[config.mk]
export PLATFORM = sky130hd
export DESIGN_NAME = port_wakeup
export DESIGN_NICKNAME = d
export VERILOG_FILES = /design/src/rtl/port_wakeup_pkg.sv /design/src/rtl/pwk_sync.sv /design/src/rtl/port_wakeup.sv
export SDC_FILE = /design/constraint.sdc
export NUM_CORES = 1
export LEC_CHECK = 0
export CELL_PAD_IN_SITES_DETAIL_PLACEMENT = 0
export CELL_PAD_IN_SITES_GLOBAL_PLACEMENT = 1
export CORE_MARGIN = 2
export CORE_UTILIZATION = 39
export DETAILED_ROUTE_END_ITERATION = 7
export GPL_TIMING_DRIVEN = 1
export PLACE_DENSITY_LB_ADDON = 0.08
export SYNTH_ARGS = -nofsm -noshare
export SYNTH_HDL_FRONTEND = slang
export SYNTH_SLANG_ARGS = --single-unit
[constraint.sdc]
create_clock -name clk -period 4.7 [get_ports clk]
set_clock_uncertainty 0.2 [all_clocks]
set_input_delay 0.94 -clock clk [delete_from_list [all_inputs] [get_ports clk]]
set_output_delay 0.94 -clock clk [all_outputs]
set_load 0.02 [all_outputs]
[src/rtl/port_wakeup_pkg.sv]
// Shared constants for the port wake-up block: register addresses, ctrl bit
// positions and the FSM state encoding.
package port_wakeup_pkg;

  localparam logic [3:0] PWK_MSK7_A = 4'hB;
  localparam logic [3:0] PWK_MSK8_A = 4'hC;
  localparam logic [3:0] PWK_MSK9_A = 4'hD;
  localparam logic [3:0] PWK_MSKA_A = 4'hE;
  localparam logic [3:0] PWK_CTRL_A = 4'hF;

  localparam int CTRL_GIE    = 0;
  localparam int CTRL_RESNAP = 1;
  localparam int CTRL_CLR    = 3;

  typedef enum logic [1:0] {
    IDLE = 2'd0,
    ARM  = 2'd1,
    PEND = 2'd2,
    ACK  = 2'd3
  } pwk_state_t;

endpackage

[src/rtl/pwk_sync.sv]
// Per-nibble pad synchroniser; with PWK_DEBOUNCE_EN defined a stability
// counter sits behind it and only forwards values held DEBOUNCE_CYC cycles.
module pwk_sync #(
  parameter int SYNC_STAGES  = 2,
  parameter int DEBOUNCE_CYC = 8
) (
  input  logic       clk,
  input  logic       rst,
  input  logic [3:0] d,
  output logic [3:0] q
);

  localparam bit CFG_OK = (SYNC_STAGES >= 2) && (SYNC_STAGES <= 3) &&
                          (DEBOUNCE_CYC >= 1) && (DEBOUNCE_CYC <= 15);

  if (!CFG_OK) begin : g_bad_cfg
    $error("pwk_sync: SYNC_STAGES must be 2..3 and DEBOUNCE_CYC 1..15");
  end

  logic [3:0] stg [SYNC_STAGES];
  logic [3:0] raw;

  // Pads idle high, so every stage resets to all-ones.
  always_ff @(posedge clk or posedge rst) begin
    if (rst) begin
      for (int i = 0; i < SYNC_STAGES; i++) stg[i] <= 4'hf;
    end else begin
      stg[0] <= d;
      for (int i = 1; i < SYNC_STAGES; i++) stg[i] <= stg[i-1];
    end
  end

  assign raw = stg[SYNC_STAGES-1];

`ifdef PWK_DEBOUNCE_EN
  logic [3:0] acc;
  logic [3:0] cand;
  logic [3:0] cnt;
  logic [3:0] cnt_nxt;

  // cnt counts consecutive cycles that raw has held one value different from acc.
  always_comb begin
    cnt_nxt = 4'd1;
    if ((raw == cand) && (cnt != 4'd0)) cnt_nxt = cnt + 4'd1;
  end

  always_ff @(posedge clk or posedge rst) begin
    if (rst) begin
      acc  <= 4'hf;
      cand <= 4'hf;
      cnt  <= 4'd0;
    end else if (raw == acc) begin
      cnt  <= 4'd0;
      cand <= acc;
    end else if (cnt_nxt == 4'(DEBOUNCE_CYC)) begin
      acc  <= raw;
      cand <= raw;
      cnt  <= 4'd0;
    end else begin
      cand <= raw;
      cnt  <= cnt_nxt;
    end
  end

  assign q = acc;
`else
  assign q = raw;
`endif

endmodule

[src/rtl/port_wakeup.sv]
// Pin-change wake-up/interrupt stage for GPIO ports 7, 8, 9 and A.
// Optional pad debounce is built in when PWK_DEBOUNCE_EN is defined.
module port_wakeup
  import port_wakeup_pkg::*;
#(
  parameter int SYNC_STAGES  = 2,
  parameter int DEBOUNCE_CYC = 8
) (
  input  logic       clk,
  input  logic       rst,
  input  logic       sync,
  input  logic [3:0] datai,
  input  logic [3:0] acci,
  input  logic [3:0] port7_i,
  input  logic [3:0] port8_i,
  input  logic [3:0] port9_i,
  input  logic [3:0] porta_i,
  input  logic       irq_ack,
  output logic       irq,
  output logic [3:0] pwk_mux
);

  // Port index order everywhere: 0 = port7, 1 = port8, 2 = port9, 3 = portA.
  logic [3:0] pad  [4];
  logic [3:0] s    [4];
  logic [3:0] snap [4];
  logic [3:0] msk  [4];
  logic [3:0] pend;
  logic [3:0] pend_nxt;
  logic [3:0] hit;
  logic       gie;
  logic       wr_ctrl;
  logic       clr_wr;
  logic       resnap_wr;
  logic       gie_off_wr;
  logic       snap_load;

  pwk_state_t state;
  pwk_state_t state_nxt;

  assign pad[0] = port7_i;
  assign pad[1] = port8_i;
  assign pad[2] = port9_i;
  assign pad[3] = porta_i;

  for (genvar g = 0; g < 4; g++) begin : g_port
    pwk_sync #(
      .SYNC_STAGES  (SYNC_STAGES),
      .DEBOUNCE_CYC (DEBOUNCE_CYC)
    ) u_sync (
      .clk (clk),
      .rst (rst),
      .d   (pad[g]),
      .q   (s[g])
    );
  end

  assign wr_ctrl    = sync && (datai == PWK_CTRL_A);
  assign clr_wr     = wr_ctrl && acci[CTRL_CLR];
  assign resnap_wr  = wr_ctrl && acci[CTRL_RESNAP];
  assign gie_off_wr = wr_ctrl && !acci[CTRL_GIE];

  always_comb begin
    hit = 4'h0;
    for (int p = 0; p < 4; p++) hit[p] = |((s[p] ^ snap[p]) & msk[p]);
  end

  always_comb begin
    state_nxt = state;
    case (state)
      IDLE: if (gie) state_nxt = ARM;
      ARM:  if (|hit) state_nxt = PEND;
      PEND: if (irq_ack) state_nxt = ACK;
      ACK:  if (clr_wr) state_nxt = ARM;
      default: state_nxt = IDLE;
    endcase
    if (!gie || gie_off_wr) state_nxt = IDLE;
  end

  // A hit on the same edge as CLR survives because it is ORed in after the clear.
  always_comb begin
    pend_nxt = clr_wr ? 4'h0 : pend;
    if (state != IDLE) pend_nxt = pend_nxt | hit;
  end

  assign snap_load = (state == IDLE) || resnap_wr ||
                     ((state == PEND) && (state_nxt == ACK));

  always_ff @(posedge clk or posedge rst) begin
    if (rst) begin
      state <= IDLE;
      pend  <= 4'h0;
      gie   <= 1'b0;
      for (int p = 0; p < 4; p++) begin
        snap[p] <= 4'hf;
        msk[p]  <= 4'h0;
      end
    end else begin
      state <= state_nxt;
      pend  <= pend_nxt;
      if (wr_ctrl) gie <= acci[CTRL_GIE];
      if (sync && (datai == PWK_MSK7_A)) msk[0] <= acci;
      if (sync && (datai == PWK_MSK8_A)) msk[1] <= acci;
      if (sync && (datai == PWK_MSK9_A)) msk[2] <= acci;
      if (sync && (datai == PWK_MSKA_A)) msk[3] <= acci;
      if (snap_load) begin
        for (int p = 0; p < 4; p++) snap[p] <= s[p];
      end
    end
  end

  assign irq = (state == PEND);

  always_comb begin
    pwk_mux = 4'h0;
    case (datai)
      PWK_MSK7_A: pwk_mux = msk[0];
      PWK_MSK8_A: pwk_mux = msk[1];
      PWK_MSK9_A: pwk_mux = msk[2];
      PWK_MSKA_A: pwk_mux = msk[3];
      PWK_CTRL_A: pwk_mux = pend;
      default:    pwk_mux = 4'h0;
    endcase
  end

endmodule

==> out/results.md, run 1 <==
| Metric | Reported |
|:---|:---|
| Post-detailed-route count of antenna-violating nets | 0 |
| Worst EP arrival | 2.97 ns |
| Leakage power | 1.43 nW |
| Cells resized by post-CTS repair | 0 |
| Largest fanout of any net on the critical path | 10 |
| Post-synthesis cell count | 189 |
| Worst IR Drop VDD | 213 uV |
| Share of the core filled with cells in the final layout | 0.484 |
| Core outline area | 0.00718 mm2 |
| Setup slack, reg-to-reg | 2.65 ns |
| Portion of the clock cycle consumed by the worst path in the final layout | 0.875 |
| Worst slew margin relative to its limit | 0.392 |
| Area Overhead vs Synth | 21.3% |
| I/O pin cnt | 33 |
| DRC errors left | 0 |
| Via count of the first global-routing pass | 1766 |
| Minimum setup slack in the final design | 0.588 ns |
| Result of the run | finished, final reports clean |
| Class of the worst hold path | flip-flop to flip-flop |
| Ratio of cells with drive above 1 in the final layout | 0.448 |
| Top FF cell, synth | dfstp_2 |
| Final hold viol count | 0 |
| Hold-fix buffers, CTS | 0 |
| Final slew viol count | 0 |
| Number of rows in the core area | 31 |
| Worst-skew pair later-pin latency | 0.33 ns |
| Number of different library cells in the post-synthesis netlist | 30 |
| RSZ-0062 raised after global routing | no |
| Flops & latches, synth | 71 |
| Max-cap violations | 0 |
| Final period demand of the worst path | 4.11 ns |
| Reg clk slew, reported paths | 0.08 ns |
| Cell Pwr Density | 517 mW/mm2 |
| Vertical die dimension | 89.7 um |
| Routed wire per std cell | 15.7 um |
| Slew at the pin closest to its max-slew limit | 0.910 ns |
| Mapped Nets | 217 |
| Clock root buffer | clkbuf_8 |
| Vias after detailed routing | 1582 |
| Mean instance size in the synthesized netlist | 15.2 um2 |
| Violation count after the first detailed-route iteration | 53 |
| Cell area after technology mapping | 0.00287 mm2 |
| Part of the Yosys area used for sequential elements | 0.641 |
| Area of the die | 0.00805 mm2 |
| Routability cong. | 0.804 |
| Number of detailed-route iterations in the first pass | 6 |
| Clock tree from TritonCTS | yes |
| Number of I/O port buffers | 32 |
| CP Capture Type | primary output |
| Synthesis Warnings | 0 |
| Total Routing Usage GR | 0.144 |
| Nets | 255 |
| Antenna violations before repair | 0 |
| Detailed Route WL | 5190 um |
| Kind of start point of the critical path | primary input |
| Number of fill cells in the layout | 661 |
| Pin count of the biggest net entering global routing | 47 |
| Global-route wire length before repair | 8930 um |
| Buffers inserted by post-CTS timing repair | 0 |
| Share of flip-flops with an asynchronous set or reset | 1.00 |
| Clock sink count | 71 |
| CP Class | primary input to primary output |
| Average vias per placed instance | 4.78 |
| Critical path data required time | 3.56 ns |
| HPWL after DPL | 3590 um |
| Initial standard-cell utilization of the core | 0.399 |
| Number of endpoints failing setup at the final stage | 0 |
| Number of enable flip-flop cells after synthesis | 0 |
| Diodes inserted | 0 |
| Die W | 89.7 um |
| Total CTS buffers | 9 |
| Max clock buf depth | 2 |
| Gr ovfl total | 0 |
| Final TNS setup | 0 ns |
| Setup Slack @ Placement | 0.576 ns |
| Maximum level of the CTS H-tree | 3 |
| Highest clock frequency the design can meet | 243 MHz |
where the power goes:
group | leakage [nW] | total [W] | internal (W) | switching, W
Combinational | 0.553 | 0.000430 | 0.000241 | 0.000189
Sequential | 0.776 | 0.000888 | 0.000795 | 0.0000921
Clock | 0.0999 | 0.000479 | 0.000246 | 0.000233
Total | 1.43 | 0.00180 | 0.00128 | 0.000514
worst paths after layout:
path | startpoint | end | cells past startpoint
max in group asynchronous | rst | g_port[2].u_sync.q[1] | 3
min in group asynchronous | rst | msk[13] | 2
worst min-delay path | g_port[3].u_sync.stg[5] | g_port[3].u_sync.q[1] | 0
worst max-delay path | datai[0] | pwk_mux[3] | 5
worst max register to register | state[1] | snap[11] | 4
worst min register to register | g_port[3].u_sync.stg[5] | g_port[3].u_sync.q[1] | 0
critical path, cell delays in order:
cell             delay, ns
clkdlybuf4s50_1       0.72
mux4_2                0.57
nand3_1               0.09
o21ai_0               0.09
clkdlybuf4s50_1       0.56
per-layer routing:
metal / global-route usage / part of all wire / vias to the layer above
met5: 0 / 0 / -
met4: 0.0436 / 0.013 / 0
met3: 0.0545 / 0.045 / 6
met2: 0.234 / 0.50 / 32
met1: 0.179 / 0.44 / 806
li1: - / - / 738
per-stage QoR:
stage                     hold WS, ns  total power, W  instance area [um2]  std cells
after floorplan                 0.145         0.00121                 2870        189
after global placement          0.146         0.00132                 3280        315
after detailed placement        0.147         0.00133                 3280        315
after CTS                       0.157         0.00183                 3480        331
after global routing            0.159         0.00191                 3480        331
final                           0.156         0.00180                 3480        331
cell type report:
| class | count | area [um2] | share of cell area |
|---|---|---|---|
| Multi-Input combinational cell | 110 | 985 | 0.283 |
| Clock buffer | 9 | 124 | 0.0356 |
| Tap cell | 99 | 124 | 0.0356 |
| Inverter | 2 | 7.51 | 0.00216 |
| Timing Repair Buffer | 33 | 328 | 0.0943 |
| Clock inverter | 7 | 71.3 | 0.0205 |
| Sequential cell | 71 | 1840 | 0.528 |
layout by cell type (no fill, tap or decap), types with 2 or more instances in the layout:
master	n
clkinv_2	2
nor2_1	3
dfstp_2	48
mux2i_1	6
clkdlybuf4s50_1	32
a22oi_1	11
clkbuf_8	9
mux2_4	10
a22o_1	4
nor3b_1	2
mux2_2	23
nor2b_1	3
xor2_1	16
dfrtp_1	23
o21ai_0	5
nand2_1	16
state kept, by name, indices dropped and copies added (netlist names):
| register | count |
|---|---|
| g_port.u_sync.q | 16 |
| g_port.u_sync.stg | 16 |
| msk | 16 |
| snap | 16 |
| pend | 4 |
| state | 2 |
| gie | 1 |
cell families after synthesis:
logic type | Yosys count | synth area share
compound gates | 24 | 0.0694
xor+xnor | 16 | 0.0489
buf+inv | 8 | 0.0157
simple gates | 30 | 0.0537
flops | 71 | 0.641
mux | 40 | 0.172
cell usage after synthesis, types with 2 or more instances:
master,instances,area [um2]
inv_1,2,7.51
mux2i_1,6,60.1
nor2_1,3,11.3
mux2_2,23,259
nor2b_1,3,18.8
buf_2,2,10.0
a22o_1,4,35.0
dfstp_2,48,1260
nor3b_1,2,15.0
xor2_1,16,140
dfrtp_1,23,576
o21ai_0,5,25.0
mux2_4,10,150
a22oi_1,11,82.6
nand2_1,16,60.1
Note: power is estimated with default switching activity, not from simulation.
==> inputs of run 2 (changes only) <==
--- a/config.mk
+++ b/config.mk
@@ -7,6 +7,7 @@
 export LEC_CHECK = 0
 export CELL_PAD_IN_SITES_DETAIL_PLACEMENT = 0
 export CELL_PAD_IN_SITES_GLOBAL_PLACEMENT = 1
+export CORE_ASPECT_RATIO = 1.5
 export CORE_MARGIN = 2
 export CORE_UTILIZATION = 39
 export DETAILED_ROUTE_END_ITERATION = 7
==> out/results.md, run 2 (synthesized netlist as in run 1, its figures left out) <==
| Metric | Reported | Change |
|:---|:---|:---|
| Violation count after the first detailed-route iteration | 41 | -23% |
| Number of detailed-route iterations in the first pass | 4 | -2 |
| Ratio of cells with drive above 1 in the final layout | 0.444 | -0.00431 |
| Routability cong. | 0.898 | +12% |
| Reg clk slew, reported paths | 0.07 ns | about the same |
| Via count of the first global-routing pass | 1754 | -0.68% |
| Highest clock frequency the design can meet | 244 MHz | +0.33% |
| Clock root buffer | clkbuf_8 |  |
| Slew at the pin closest to its max-slew limit | 0.943 ns | +0.0333 ns |
| I/O pin cnt | 33 | unchanged |
| Setup Slack @ Placement | 0.571 ns | -0.00493 ns |
| Global-route wire length before repair | 8460 um | -5.3% |
| Final slew viol count | 0 | unchanged |
| Final hold viol count | 0 | unchanged |
| Family with the most delay on the worst path | buffers and inverters |  |
| Number of rows in the core area | 38 | +23% |
| Worst slew margin relative to its limit | 0.370 | -0.0223 |
| Max-cap violations | 0 | unchanged |
| Class of the worst hold path | flip-flop to flip-flop |  |
| Number of fill cells in the layout | 623 | -5.7% |
| Sequence of cells on the critical path | clkdlybuf4s50_1 > and3_1 > a22oi_1 > mux2i_1 > clkdlybuf4s50_1 |  |
| Vias after detailed routing | 1565 | -1.1% |
| Antenna violations before repair | 0 | unchanged |
| Initial standard-cell utilization of the core | 0.399 | about the same |
| Maximum level of the CTS H-tree | 3 | unchanged |
| Critical path data required time | 3.56 ns | about the same |
| Worst-skew pair later-pin latency | 0.33 ns | about the same |
| Number of buffer and inverter instances along the worst setup path | 2 | unchanged |
| Diodes inserted | 0 | unchanged |
| Cell Pwr Density | 528 mW/mm2 | +2.2% |
| Kind of start point of the critical path | primary input |  |
| Pin count of the biggest net entering global routing | 50 | +6.4% |
| CP Class | primary input to primary output |  |
| Total Routing Usage GR | 0.144 | +0.000210 |
| Worst IR Drop VDD | 221 uV | +3.8% |
| Minimum setup slack in the final design | 0.602 ns | +0.0135 ns |
| Max clock buf depth | 2 | unchanged |
| Gr ovfl total | 0 | unchanged |
| Portion of the clock cycle consumed by the worst path in the final layout | 0.872 | -0.00287 |
| DRC errors left | 0 | unchanged |
| Number of endpoints failing setup at the final stage | 0 | unchanged |
| Result of the run | finished, final reports clean |  |
| Core outline area | 0.00718 mm2 | about the same |
| Sequential Area | 0.00184 mm2 | unchanged |
| Clock tree from TritonCTS | yes |  |
| Area of the die | 0.00807 mm2 | +0.18% |
| Post-detailed-route count of antenna-violating nets | 0 | unchanged |
| Area Overhead vs Synth | 22.7% |  |
| RSZ-0062 raised after global routing | no |  |
| Clock sink count | 71 | unchanged |
| Cells resized by post-CTS repair | 0 | unchanged |
| Die W | 74 um | -18% |
| Most common cell type on the critical path | clkdlybuf4s50_1 |  |
| Multi-input combinational cell area | 985 um2 | unchanged |
| HPWL after DPL | 3620 um | +0.86% |
| Average vias per placed instance | 4.71 | -1.4% |
| Overall Power | 0.00186 W | +3.4% |
| Leakage power | 1.45 nW | +1.2% |
| Largest stage delay, worst path | 0.73 ns | about the same |
| Final TNS setup | 0 ns | unchanged |
| Vertical die dimension | 109 um | +21% |
| Largest fanout of any net on the critical path | 10 | unchanged |
| Number of I/O port buffers | 32 | unchanged |
| Most common cell after layout, fill and taps aside | dfstp_2 |  |
| Worst EP arrival | 2.96 ns | about the same |
| Routed wire per std cell | 15.1 um | -3.7% |
| Detailed Route WL | 5010 um | -3.4% |
| Slowest cell on the critical path | clkdlybuf4s50_1 |  |
| CP Capture Type | primary output |  |
| Total CTS buffers | 9 | unchanged |
| Nets | 255 | unchanged |
| Final period demand of the worst path | 4.10 ns | -0.0135 ns |
| Hold-fix buffers, CTS | 0 | unchanged |
| Buffers inserted by post-CTS timing repair | 0 | unchanged |
| Commonest non-fill, non-tap cells in the layout | dfstp_2 (48), clkdlybuf4s50_1 (32), mux2_2 (23), dfrtp_1 (23) |  |
==> run 2: cell count changes in the layout (fill, tap and decap cells not counted) <==
cell | before | now
clkbuf_1 | 0 | 1
clkinv_4 | 1 | 0
clkbuf_8 | 9 | 10
inv_6 | 1 | 0
clkbuf_16 | 0 | 2
clkinv_2 | 2 | 0
==> run 2: cell type report <==
type                            instances  share of cell area
Clock buffer                           13              0.0544
Clock inverter                          3              0.0125
Inverter                                2             0.00213
Multi-Input combinational cell        110               0.280
Sequential cell                        71               0.522
Tap cell                              100              0.0356
Timing Repair Buffer                   33              0.0932
==> run 2: stage by stage <==
stage	std cells	utilization	area (um2)	hold slack, ns
final	332	0.490	3520	0.157
after global routing	332	0.490	3520	0.161
after CTS	332	0.490	3520	0.157
after detailed placement	316	0.457	3280	0.147
after global placement	316	0.457	3280	0.145
after floorplan	189	-	2870	0.145
==> run 2: final timing paths <==
| path | from | to | slack [ns] | cells past startpoint |
|---|---|---|---|---|
| setup / recovery | datai[0] | pwk_mux[1] | 0.60 | 5 |
| max in group asynchronous | rst | g_port[3].u_sync.q[1] | 2.44 | 3 |
| hold reg to reg | g_port[3].u_sync.stg[5] | g_port[3].u_sync.q[1] | 0.16 | 0 |
| min in group asynchronous | rst | msk[5] | 0.96 | 2 |
| setup reg to reg | state[1] | snap[15] | 2.72 | 4 |
| hold / removal | g_port[3].u_sync.stg[5] | g_port[3].u_sync.q[1] | 0.16 | 0 |
==> run 2: per-layer routing <==
| metal | track usage | wire (um) |
|---|---|---|
| met1 | 0.170 | 2070 |
| met2 | 0.234 | 2580 |
| met3 | 0.0397 | 197 |
| met4 | 0.0779 | 161 |
| met5 | 0 | 0 |
==> run 2: power breakdown <==
group | internal [W] | switching (W) | total [W] | leakage [nW]
registers | 0.000796 | 0.0000919 | 0.000888 | 0.776
logic | 0.000240 | 0.000186 | 0.000427 | 0.553
clock network | 0.000325 | 0.000218 | 0.000543 | 0.116
total | 0.00136 | 0.000497 | 0.00186 | 1.45
==> inputs of run 3 (changes only) <==
--- a/config.mk
+++ b/config.mk
@@ -13,6 +13,7 @@
 export DETAILED_ROUTE_END_ITERATION = 7
 export GPL_TIMING_DRIVEN = 1
 export PLACE_DENSITY_LB_ADDON = 0.08
+export SLEW_MARGIN = 20
 export SYNTH_ARGS = -nofsm -noshare
 export SYNTH_HDL_FRONTEND = slang
 export SYNTH_SLANG_ARGS = --single-unit
==> results of run 3 <==
The final DEF is identical to that of run 2; final timing and power are the same.
